`src/rtl/fetch_sequencer.sv`:
```
// Fetch PC sequencer: picks the next fetch address, raises pipeline flush strobes,
// tracks user/kernel mode, holds EPC and drains the pipe on trap entry.
module fetch_sequencer #(
    parameter logic [31:0] RESET_PC     = 32'h0000_0000,
    parameter logic [31:0] INT_VECTOR   = 32'h8000_0004,
    parameter logic [31:0] EXC_VECTOR   = 32'h8000_0008,
    parameter int unsigned DRAIN_CYCLES = 2
) (
    input  logic        clk,
    input  logic        reset,
    input  logic        stall,
    input  logic        branch_taken,
    input  logic [31:0] branch_target,
    input  logic        jump,
    input  logic [31:0] jump_target,
    input  logic        exc_req,
    input  logic [31:0] exc_pc,
    input  logic        irq,
    input  logic        eret,
    output logic [31:0] pc,
    output logic [31:0] pc_plus4,
    output logic [31:0] epc,
    output logic        kernel,
    output logic        ctrl_flush,
    output logic        branch_flush,
    output logic        exp_flush
);

    typedef enum logic [1:0] {
        S_RUN    = 2'd0,
        S_ENTRY  = 2'd1,
        S_KERNEL = 2'd2
    } state_t;

    localparam logic [2:0] DRAIN_LOAD = 3'(DRAIN_CYCLES - 1);

    state_t      r_state, w_state_nxt;
    logic [2:0]  r_cnt, w_cnt_nxt;
    logic [31:0] r_pc, w_pc_nxt;
    logic [31:0] r_epc, w_epc_nxt;
    logic [31:0] w_pc_plus4;
    logic        w_ctrl_flush, w_branch_flush, w_exp_flush;

    assign w_pc_plus4 = r_pc + 32'd4;

    always_ff @(posedge clk or negedge reset) begin
        if (!reset) begin
            r_state <= S_RUN;
            r_cnt   <= 3'd0;
            r_pc    <= RESET_PC;
            r_epc   <= 32'd0;
        end else begin
            r_state <= w_state_nxt;
            r_cnt   <= w_cnt_nxt;
            r_pc    <= w_pc_nxt;
            r_epc   <= w_epc_nxt;
        end
    end

    always_comb begin
        w_state_nxt    = r_state;
        w_cnt_nxt      = r_cnt;
        w_pc_nxt       = r_pc;
        w_epc_nxt      = r_epc;
        w_ctrl_flush   = 1'b0;
        w_branch_flush = 1'b0;
        w_exp_flush    = 1'b0;
        case (r_state)
            S_ENTRY: begin
                // Drain: every input except reset is ignored until the count runs out.
                w_exp_flush = 1'b1;
                if (r_cnt == 3'd0) w_state_nxt = S_KERNEL;
                else               w_cnt_nxt   = r_cnt - 3'd1;
            end
            default: begin
                if (exc_req) begin
                    w_pc_nxt    = EXC_VECTOR;
                    w_epc_nxt   = exc_pc;
                    w_exp_flush = 1'b1;
                    w_state_nxt = S_ENTRY;
                    w_cnt_nxt   = DRAIN_LOAD;
                end else if (irq && r_state == S_RUN) begin
                    // Return to whatever would have been fetched next.
                    w_pc_nxt    = INT_VECTOR;
                    w_epc_nxt   = branch_taken ? branch_target :
                                  jump         ? jump_target   : r_pc;
                    w_exp_flush = 1'b1;
                    w_state_nxt = S_ENTRY;
                    w_cnt_nxt   = DRAIN_LOAD;
                end else if (eret && r_state == S_KERNEL) begin
                    w_pc_nxt     = r_epc;
                    w_ctrl_flush = 1'b1;
                    w_state_nxt  = S_RUN;
                end else if (branch_taken) begin
                    w_pc_nxt       = branch_target;
                    w_branch_flush = 1'b1;
                end else if (jump) begin
                    w_pc_nxt     = jump_target;
                    w_ctrl_flush = 1'b1;
                end else if (!stall) begin
                    w_pc_nxt = w_pc_plus4;
                end
            end
        endcase
    end

    // Flushes are suppressed while reset is held, since inputs may still toggle.
    assign ctrl_flush   = w_ctrl_flush   & reset;
    assign branch_flush = w_branch_flush & reset;
    assign exp_flush    = w_exp_flush    & reset;
    assign pc           = r_pc;
    assign pc_plus4     = w_pc_plus4;
    assign epc          = r_epc;
    assign kernel       = (r_state != S_RUN);

endmodule
```
`config.mk`:
```
export PLATFORM = sky130hd
export DESIGN_NAME = fetch_sequencer
export DESIGN_NICKNAME = d
export VERILOG_FILES = /design/src/rtl/fetch_sequencer.sv
export SDC_FILE = /design/constraint.sdc
export NUM_CORES = 1
export LEC_CHECK = 0
export CELL_PAD_IN_SITES_DETAIL_PLACEMENT = 1
export CELL_PAD_IN_SITES_GLOBAL_PLACEMENT = 1
export CORE_ASPECT_RATIO = 0.9
export CORE_MARGIN = 8
export CORE_UTILIZATION = 32
export DETAILED_ROUTE_END_ITERATION = 16
export PLACE_DENSITY = 0.79
export SETUP_SLACK_MARGIN = 0.3
export SLEW_MARGIN = 20
export SYNTH_ARGS = -nofsm -noshare
export SYNTH_HDL_FRONTEND = slang
export SYNTH_SLANG_ARGS = --single-unit
```
`constraint.sdc`:
```
create_clock -name clk -period 2.85 [get_ports clk]
set_input_delay 0.7125 -clock clk [delete_from_list [all_inputs] [get_ports clk]]
set_output_delay 0.7125 -clock clk [all_outputs]
set_load 0.03 [all_outputs]
```
# Word level (Yosys, flattened, before mapping)
# Cells that the tools add are included.
# classes
n_bitwise	4
reduce_logical	12
addsub	2
eq_ne	5
muxes	33
# op_table
op	n
32-bit 2-to-1 mux	10
32-bit by 3-bit adder with 32-bit output, second input constant	1
1-bit 2-to-1 mux	14
3-bit 2-to-1 mux	4
2-bit 2-to-1 mux	5
2-bit AND reduction	4
6-bit by 1-bit inequality test with 1-bit output, second input constant	1
2-bit inequality test, second input constant	2
2-bit nonzero test	2
4-bit nonzero test	1
1-bit bitwise AND	3
3-bit zero test	1
3-bit nonzero test	1
3-bit by 1-bit subtractor with 3-bit output, second input constant	1
2-bit by 1-bit equality test with 1-bit output, second input constant	1
2-bit equality test, second input constant	1
1-bit logical AND	2
2-bit zero test	1
1-bit inverter	1
# totals
out_inout_bits	100
reg_bits	69
inputBits	104

# Longest topological paths before layout
# Gate-level depths: netlist (run 1).
# logic_depth
word_depth	7
ltp_mapped	9
depth_no_buf	6

# Least setup slack after synthesis (run 1)
# Ideal clock, no wire load.
# synth_path
path_type	input to output
startpoint	in branch_taken
endpoint	out branch_flush
n_path_buf	3
stages	5
t_arrival_ns	2.331
slack_ns	-0.194
cell_sequence	buf_2 > inv_1 > clkbuf_1 > buf_2 > nor4_1
# synth_between
elab_chain_cells	6
# synth_rtl
item	line	rtl
from (decl)	12	input logic branch_taken,
1-bit 2-to-1 mux	94	end else if (branch_taken) begin
1-bit 2-to-1 mux	90	end else if (eret && r_state == S_KERNEL) begin
1-bit 2-to-1 mux	82	end else if (irq && r_state == S_RUN) begin
1-bit 2-to-1 mux	76	if (exc_req) begin
1-bit 2-to-1 mux	68	case (r_state)
1-bit bitwise AND	109	assign branch_flush = w_branch_flush & reset;
to (decl)	25	output logic branch_flush,
# No other way between the ends.

# Worst setup path in the final report (run 1)
# layout_path
startpoint	reg r_pc[3] (netlist: pc[3])
endpoint	out pc_plus4[17]
# layout_between
elab_chain_cells	1
# layout_rtl
item	line	rtl
from (decl)	39	logic [31:0] r_pc, w_pc_nxt;
from (signal assigned)	55	r_pc <= w_pc_nxt;
32-bit by 3-bit adder with 32-bit output	44	assign w_pc_plus4 = r_pc + 32'd4;
to (decl)	21	output logic [31:0] pc_plus4,
# No other way between the ends.

==> results of run 1 <==
## state kept, by name (all words and copies together), names as in the netlist
register and count:
r_cnt 3, pc 32, r_state 2, epc 32
## worst paths after layout
path                                       endpoint  cells after the start
min in group clk                 epc[0]$_DFFE_PN0P_                      2
worst min register to register   epc[0]$_DFFE_PN0P_                      2
worst max register to register   pc[16]$_DFFE_PN0P_                      6
worst min-delay path            epc[23]$_DFFE_PN0P_                      2
worst max-delay path                   pc_plus4[17]                      6
max in group asynchronous        pc[16]$_DFFE_PN0P_                      3
## synthesized netlist by cell type, types with 10 or more instances
master | n | area share, %
inv_1 | 10 | 0.68
nor3_1 | 14 | 1.3
a211oi_1 | 14 | 1.9
a21boi_0 | 12 | 1.6
a21oi_1 | 31 | 2.8
mux2i_1 | 37 | 6.8
o21ai_0 | 90 | 8.2
dfrtp_1 | 69 | 31
nand2_1 | 105 | 7.2
buf_2 | 21 | 1.9
xnor2_1 | 17 | 2.7
clkbuf_1 | 27 | 1.8
nand3_1 | 27 | 2.5
nor2_1 | 48 | 3.3
## routing by layer
metal / vias up / routed length, µm / track usage, % / part of all wire (%)
met4: 0 / 1140 / 10.9 / 3.8
met1: 3550 / 12700 / 32.2 / 42
met5: - / 0 / 0 / 0
met2: 378 / 14200 / 42.4 / 47
met3: 82 / 2230 / 5.01 / 7.4
li1: 3080 / - / - / -
## critical path, delay by kind of cell, from the launching register on
| kind | cells | cell delay (ps) |
|---|---|---|
| buffers and inverters | 2 | 280 |
| XOR/XNOR | 1 | 330 |
| AND/OR/NAND/NOR | 3 | 830 |
| flip-flops | 1 | 400 |
## timing repair
action                                  CTS  global route
gates resized for setup                  63            34
buffers inserted                         49            22
endpoints found under the setup margin   31            26
pin swaps                                20            19
## where the power goes
part	total [mW]	switching, mW	internal [mW]
clock	1.11	0.469	0.639
combinational	6.25	3.56	2.69
sequential	2.01	0.560	1.45
## cell type report
cell class / instances / area [µm²]
diodes: 1 / 2.50
clock buffers: 15 / 268
clock inverters: 1 / 5.00
fillers: 1922 / 7380
inverters: 10 / 37.5
multi-input cells: 552 / 3950
flip-flops and latches: 69 / 1750
well taps: 211 / 264
repair buffers: 329 / 3170
## kinds of logic after synthesis
family | share of synthesized area [%]
and+or+nand+nor | 22.7
AOI/OAI and AO/OA | 27.6
buffers and inverters | 6.16
DFF | 31.5
muxes | 7.16
xor gates and xnor gates | 4.15
adders and majority gates | 0.685
## metrics by stage
step | util (%) | power (mW) | setup TNS, ps | cells
after floorplan | - | 4.94 | 0 | 692
after global placement | 48.8 | 7.39 | 0 | 1100
after detailed placement | 48.8 | 7.49 | 0 | 1100
after CTS | 54.1 | 8.96 | 0 | 1165
after global routing | 56.1 | 9.76 | -106 | 1188
final | 56.1 | 9.37 | -41.9 | 1188
==> reports/metrics.cfg, run 1 <==
[min_path]
hold_class=input pin to async pin

[placed_design]
numPortBuffers=203
place.gp.congestion=0.920
dpl.hpwl_mm=19.5
place_ws_ps=90.2
placedInstanceArea_mm2=0.00821

[detailed_routing]
drc=0
drtIter0Drc=583
wire_per_inst_um=25.5
vias=7090
detail-route-antenna-nets=0
vias_per_cell=5.97
drt-total-wl_mm=30.3
firstDrtPassIters=5

[grt]
grt_max_degree=48
grt_pass1_vias=7447
track_usage_pct=25.7
grt_pass1_wl_mm=43.5
gr-total-overflow=0
antenna_found_initial=1

[yosys]
synth_edf_count=0
mappedNetlistNets=799
ys_seq_elements=69
async_flop_share_pct=100
synthCells=692
synth_area_mm2=0.00548
ys_types=70
avgSynthCellArea_um2=7.92
ys.flop_type=dfrtp_1
seq_area_frac_synth_pct=31.5
ys.warnings.count=0

[cts]
cts_sinks=69
cts_tree=built
clk-insertion-delay-late_ps=350
holdBufCountCts=0
root_buffer=clkbuf_16
clk_pin_slew_ps=60
cts_max_path_buffers=2
htree_levels=3
cts_buffers=9

[worst_setup_path]
max_stage_delay_ps=410
startpoint=pc[3]$_DFFE_PN0P_
rrSetupSlack_ps=610
worstPathCellList=buf_6, nand3_4, nor4_4, nand3_2, xnor2_4, buf_12
worst_ep_arrival_time_ps=2180
critical-path-slowest-cell=nor4_4
crit_required_ps=2140
startpoint_type=register
reg2reg_from=r_state[1]$_DFFE_PN0P_
cp_max_fo=4
critical_path_class=register to primary output
cp-end-kind=primary output

[timing]
skew_ps=6.21
finalSetupViolCount=1
rsz0062_at_grt=yes
worstMarginPinSlew_ps=1020
slew_violations=0
hold_viol=0
fmax_mhz=346
min_period_ps=2890
setup_slack_ps=-41.9
hold_ws_ps=464
post-route-period-util_pct=101
slew_headroom_pct=31.6

[floorplanning]
die_x_um=154
start_util_pct=32.6
io_pins=204
die-height_um=140
rows=45
core_area_mm2=0.0168
die_area_mm2=0.0216

[layout]
area_growth_pct=72.3
final_common_cell=clkdlybuf4s50_1
drive_gt1_share_pct=26.9
final_area_mm2=0.00945
fin_nets=1078
layout_common_cells=clkdlybuf4s50_1 (166), buf_4 (116), nand2_1 (101)

[run]
max_cap_violations=0

[pwr]
leakagePower_nw=4.09
powerDensity_mw_per_mm2=991
ir_worst_vdd_uv=546

[run_status]
violations=setup timing
outcome=finished, violations left

No activity file was read; power rests on OpenSTA's default activity.
==> inputs of run 2 (changes only) <==
Settings changed: ABC_CLOCK_PERIOD_IN_PS from default to 2850, RECOVER_POWER from default to 50.
==> run 2 against run 1 <==
The run still ends with setup timing left. Clock-buffer cell count did not move. First-iteration DRC count increased by 17%. Via count fell by 0.34%. Die area unchanged. Wire length shrank 0.15%. Hold slack improved by 40 ps. Power down 1.1%. Global-route usage unchanged. Clock skew fell by 0.62 ps. Critical path depth stayed put. Sequential share of layout area increased by 0.098 points. Combinational power decreased by 1%. Critical path type unchanged.
==> reports/metrics.cfg, run 2 (same netlist as run 1, synthesis figures left out) <==
[timing]
fmax_mhz=347  ; +0.36%
hold_viol=0  ; unchanged
min_period_ps=2880  ; -10.4 ps
post-route-period-util_pct=101  ; -0.36 points
rsz0062_at_grt=yes
hold_ws_ps=504  ; +40.3 ps
finalSetupViolCount=2  ; +1
slew_violations=0  ; unchanged
setup_slack_ps=-31.5  ; +10.4 ps
worstMarginPinSlew_ps=1030  ; +7.66 ps
slew_headroom_pct=31.3  ; -0.26 points
skew_ps=5.58  ; -0.623 ps

[detailed_routing]
vias_per_cell=5.95  ; -0.34%
firstDrtPassIters=5  ; unchanged
drc=0  ; unchanged
vias=7066  ; -0.34%
detail-route-antenna-nets=0  ; unchanged
wire_per_inst_um=25.5  ; -0.15%
drt-total-wl_mm=30.2  ; -0.15%
drtIter0Drc=680  ; +17%

[worst_setup_path]
r2r-end=epc[9]$_DFFE_PN0P_
rrSetupSlack_ps=350  ; -260 ps
reg2reg_from=r_state[0]$_DFFE_PN0P_
cp_max_fo=5  ; +1
crit_required_ps=2140  ; about the same
cp-end-kind=primary output
worstRegToRegCells=6  ; unchanged
critical_path_class=register to primary output
startpoint_type=register
worst_ep_arrival_time_ps=2170  ; about the same

[floorplanning]
core_area_mm2=0.0168  ; unchanged
die-height_um=140  ; unchanged
rows=45  ; unchanged
io_pins=204  ; unchanged
start_util_pct=32.6  ; unchanged
die_x_um=154  ; unchanged
die_area_mm2=0.0216  ; unchanged

[run]
max_cap_violations=0  ; unchanged

[pwr]
swShare_pct=49.2  ; +0.28 points
powerDensity_mw_per_mm2=986  ; -0.55%
p_total_mw=9.27  ; -1.1%
clkPwrFrac_pct=12.0  ; +0.2 points
p_switching_mw=4.56  ; -0.52%
combPwrFrac_pct=66.5  ; -0.2 points
intPower_mw=4.71  ; -1.6%
p_seq_share_pct=21.6  ; about the same
leakagePower_nw=4.08  ; about the same
ir_worst_vdd_uv=539  ; -1.4%

[grt]
track_usage_pct=25.7  ; unchanged
antenna_found_initial=1  ; unchanged
grt_max_degree=48  ; unchanged
grt_pass1_vias=7447  ; unchanged
grt_pass1_wl_mm=43.5  ; unchanged
gr-total-overflow=0  ; unchanged

[min_path]
hold_class=register to register
hold_depth=1
min_to=r_cnt[0]$_DFFE_PN0P_
hold_start=r_cnt[0]$_DFFE_PN0P_

[layout]
final_area_mm2=0.00940  ; -0.53%
layout_common_cells=clkdlybuf4s50_1 (151), buf_4 (111), nand2_1 (101)
layout.cells.non_filler=1188  ; unchanged
area_growth_pct=71.4
final_util_pct=55.8  ; -0.30 points
final_common_cell=clkdlybuf4s50_1
fin_nets=1078  ; unchanged
nFillCells=1932  ; +0.52%
drive_gt1_share_pct=26.2  ; -0.72 points

[cts]
holdBufCountCts=0  ; unchanged
cts_sinks=69  ; unchanged
cts_tree=built
clk-insertion-delay-late_ps=350  ; about the same
htree_levels=3  ; unchanged
cts_buffers=9  ; unchanged
root_buffer=clkbuf_16
clk_pin_slew_ps=60  ; about the same
cts_max_path_buffers=2  ; unchanged

[run_status]
outcome=finished, violations left
violations=setup timing

[placed_design]
dp.cells=1100  ; unchanged
numPortBuffers=203  ; unchanged
placedInstanceArea_mm2=0.00821  ; unchanged
dpl.hpwl_mm=19.5  ; unchanged
place.gp.congestion=0.920  ; unchanged

[run 2: changes by cell type in the layout (fill, tap and decap cells not counted), moves of 3 or more]
cell / delta
buf_4: -5
dlygate4sd3_1: +15
clkbuf_1: +4
clkbuf_2: +3
clkdlybuf4s50_1: -15
[run 2: metrics by stage]
stage,worst slack [ps],setup TNS [ps]
floorplan,138,0
global placement,85.0,0
detailed placement,90.2,0
CTS,161,0
global route,-62.0,-106
finish,-31.5,-50.5
[run 2: worst max-delay path by stage]
stage                 startpoint                 to  slack (ps)
6_report       pc[8]$_DFFE_PN0P_       pc_plus4[17]         -30
2_1_floorplan       branch_taken       branch_flush         140
3_3_place_gp        branch_taken  pc[1]$_DFFE_PN0P_          80
3_5_place_dp                 irq          exp_flush          90
5_1_grt        pc[3]$_DFFE_PN0P_       pc_plus4[17]         -60
4_1_cts        pc[7]$_DFFE_PN0P_       pc_plus4[26]         160
[run 2: power groups by stage]
stage                     logic, mW  clock network, mW  registers, mW
after floorplan                2.24                  0           2.70
after global placement         5.32                  0           2.07
after detailed placement       5.41                  0           2.08
after CTS                      5.90               1.10           1.95
after global routing           6.48               1.14           2.04
final                          6.16               1.11           2.00
[run 2: routing by layer]
layer,share of wire (%),wire length (µm),global-route usage [%],vias up
li1,-,-,-,3083
met1,41,12500,32.2,3530
met2,47,14200,42.4,371
met3,8.0,2410,5.01,82
met4,3.7,1130,10.9,0
met5,0,0,0,-
[run 2: worst max-delay path, cell delays in order, from the launching register on]
cell     delay [ps]
dfrtp_2         410
nand4_4         200
buf_4           210
nor4_4          250
nand3_2         270
xnor2_4         320
buf_12          160
[run 2: layout make-up]
type,count,area [µm²],area share [%]
inverters,10,37.5,0.399
multi-input cells,552,3930,41.8
repair buffers,329,3140,33.4
clock buffers,15,268,2.85
diodes,1,2.50,0.0266
well taps,211,264,2.81
clock inverters,1,5.00,0.0532
flip-flops and latches,69,1750,18.6
[run 2: timing repair]
item | in CTS | in global routing
endpoints found under the setup margin | 31 | 26
setup buffers | 49 | 22
resized for setup | 63 | 34
pin swaps | 20 | 19
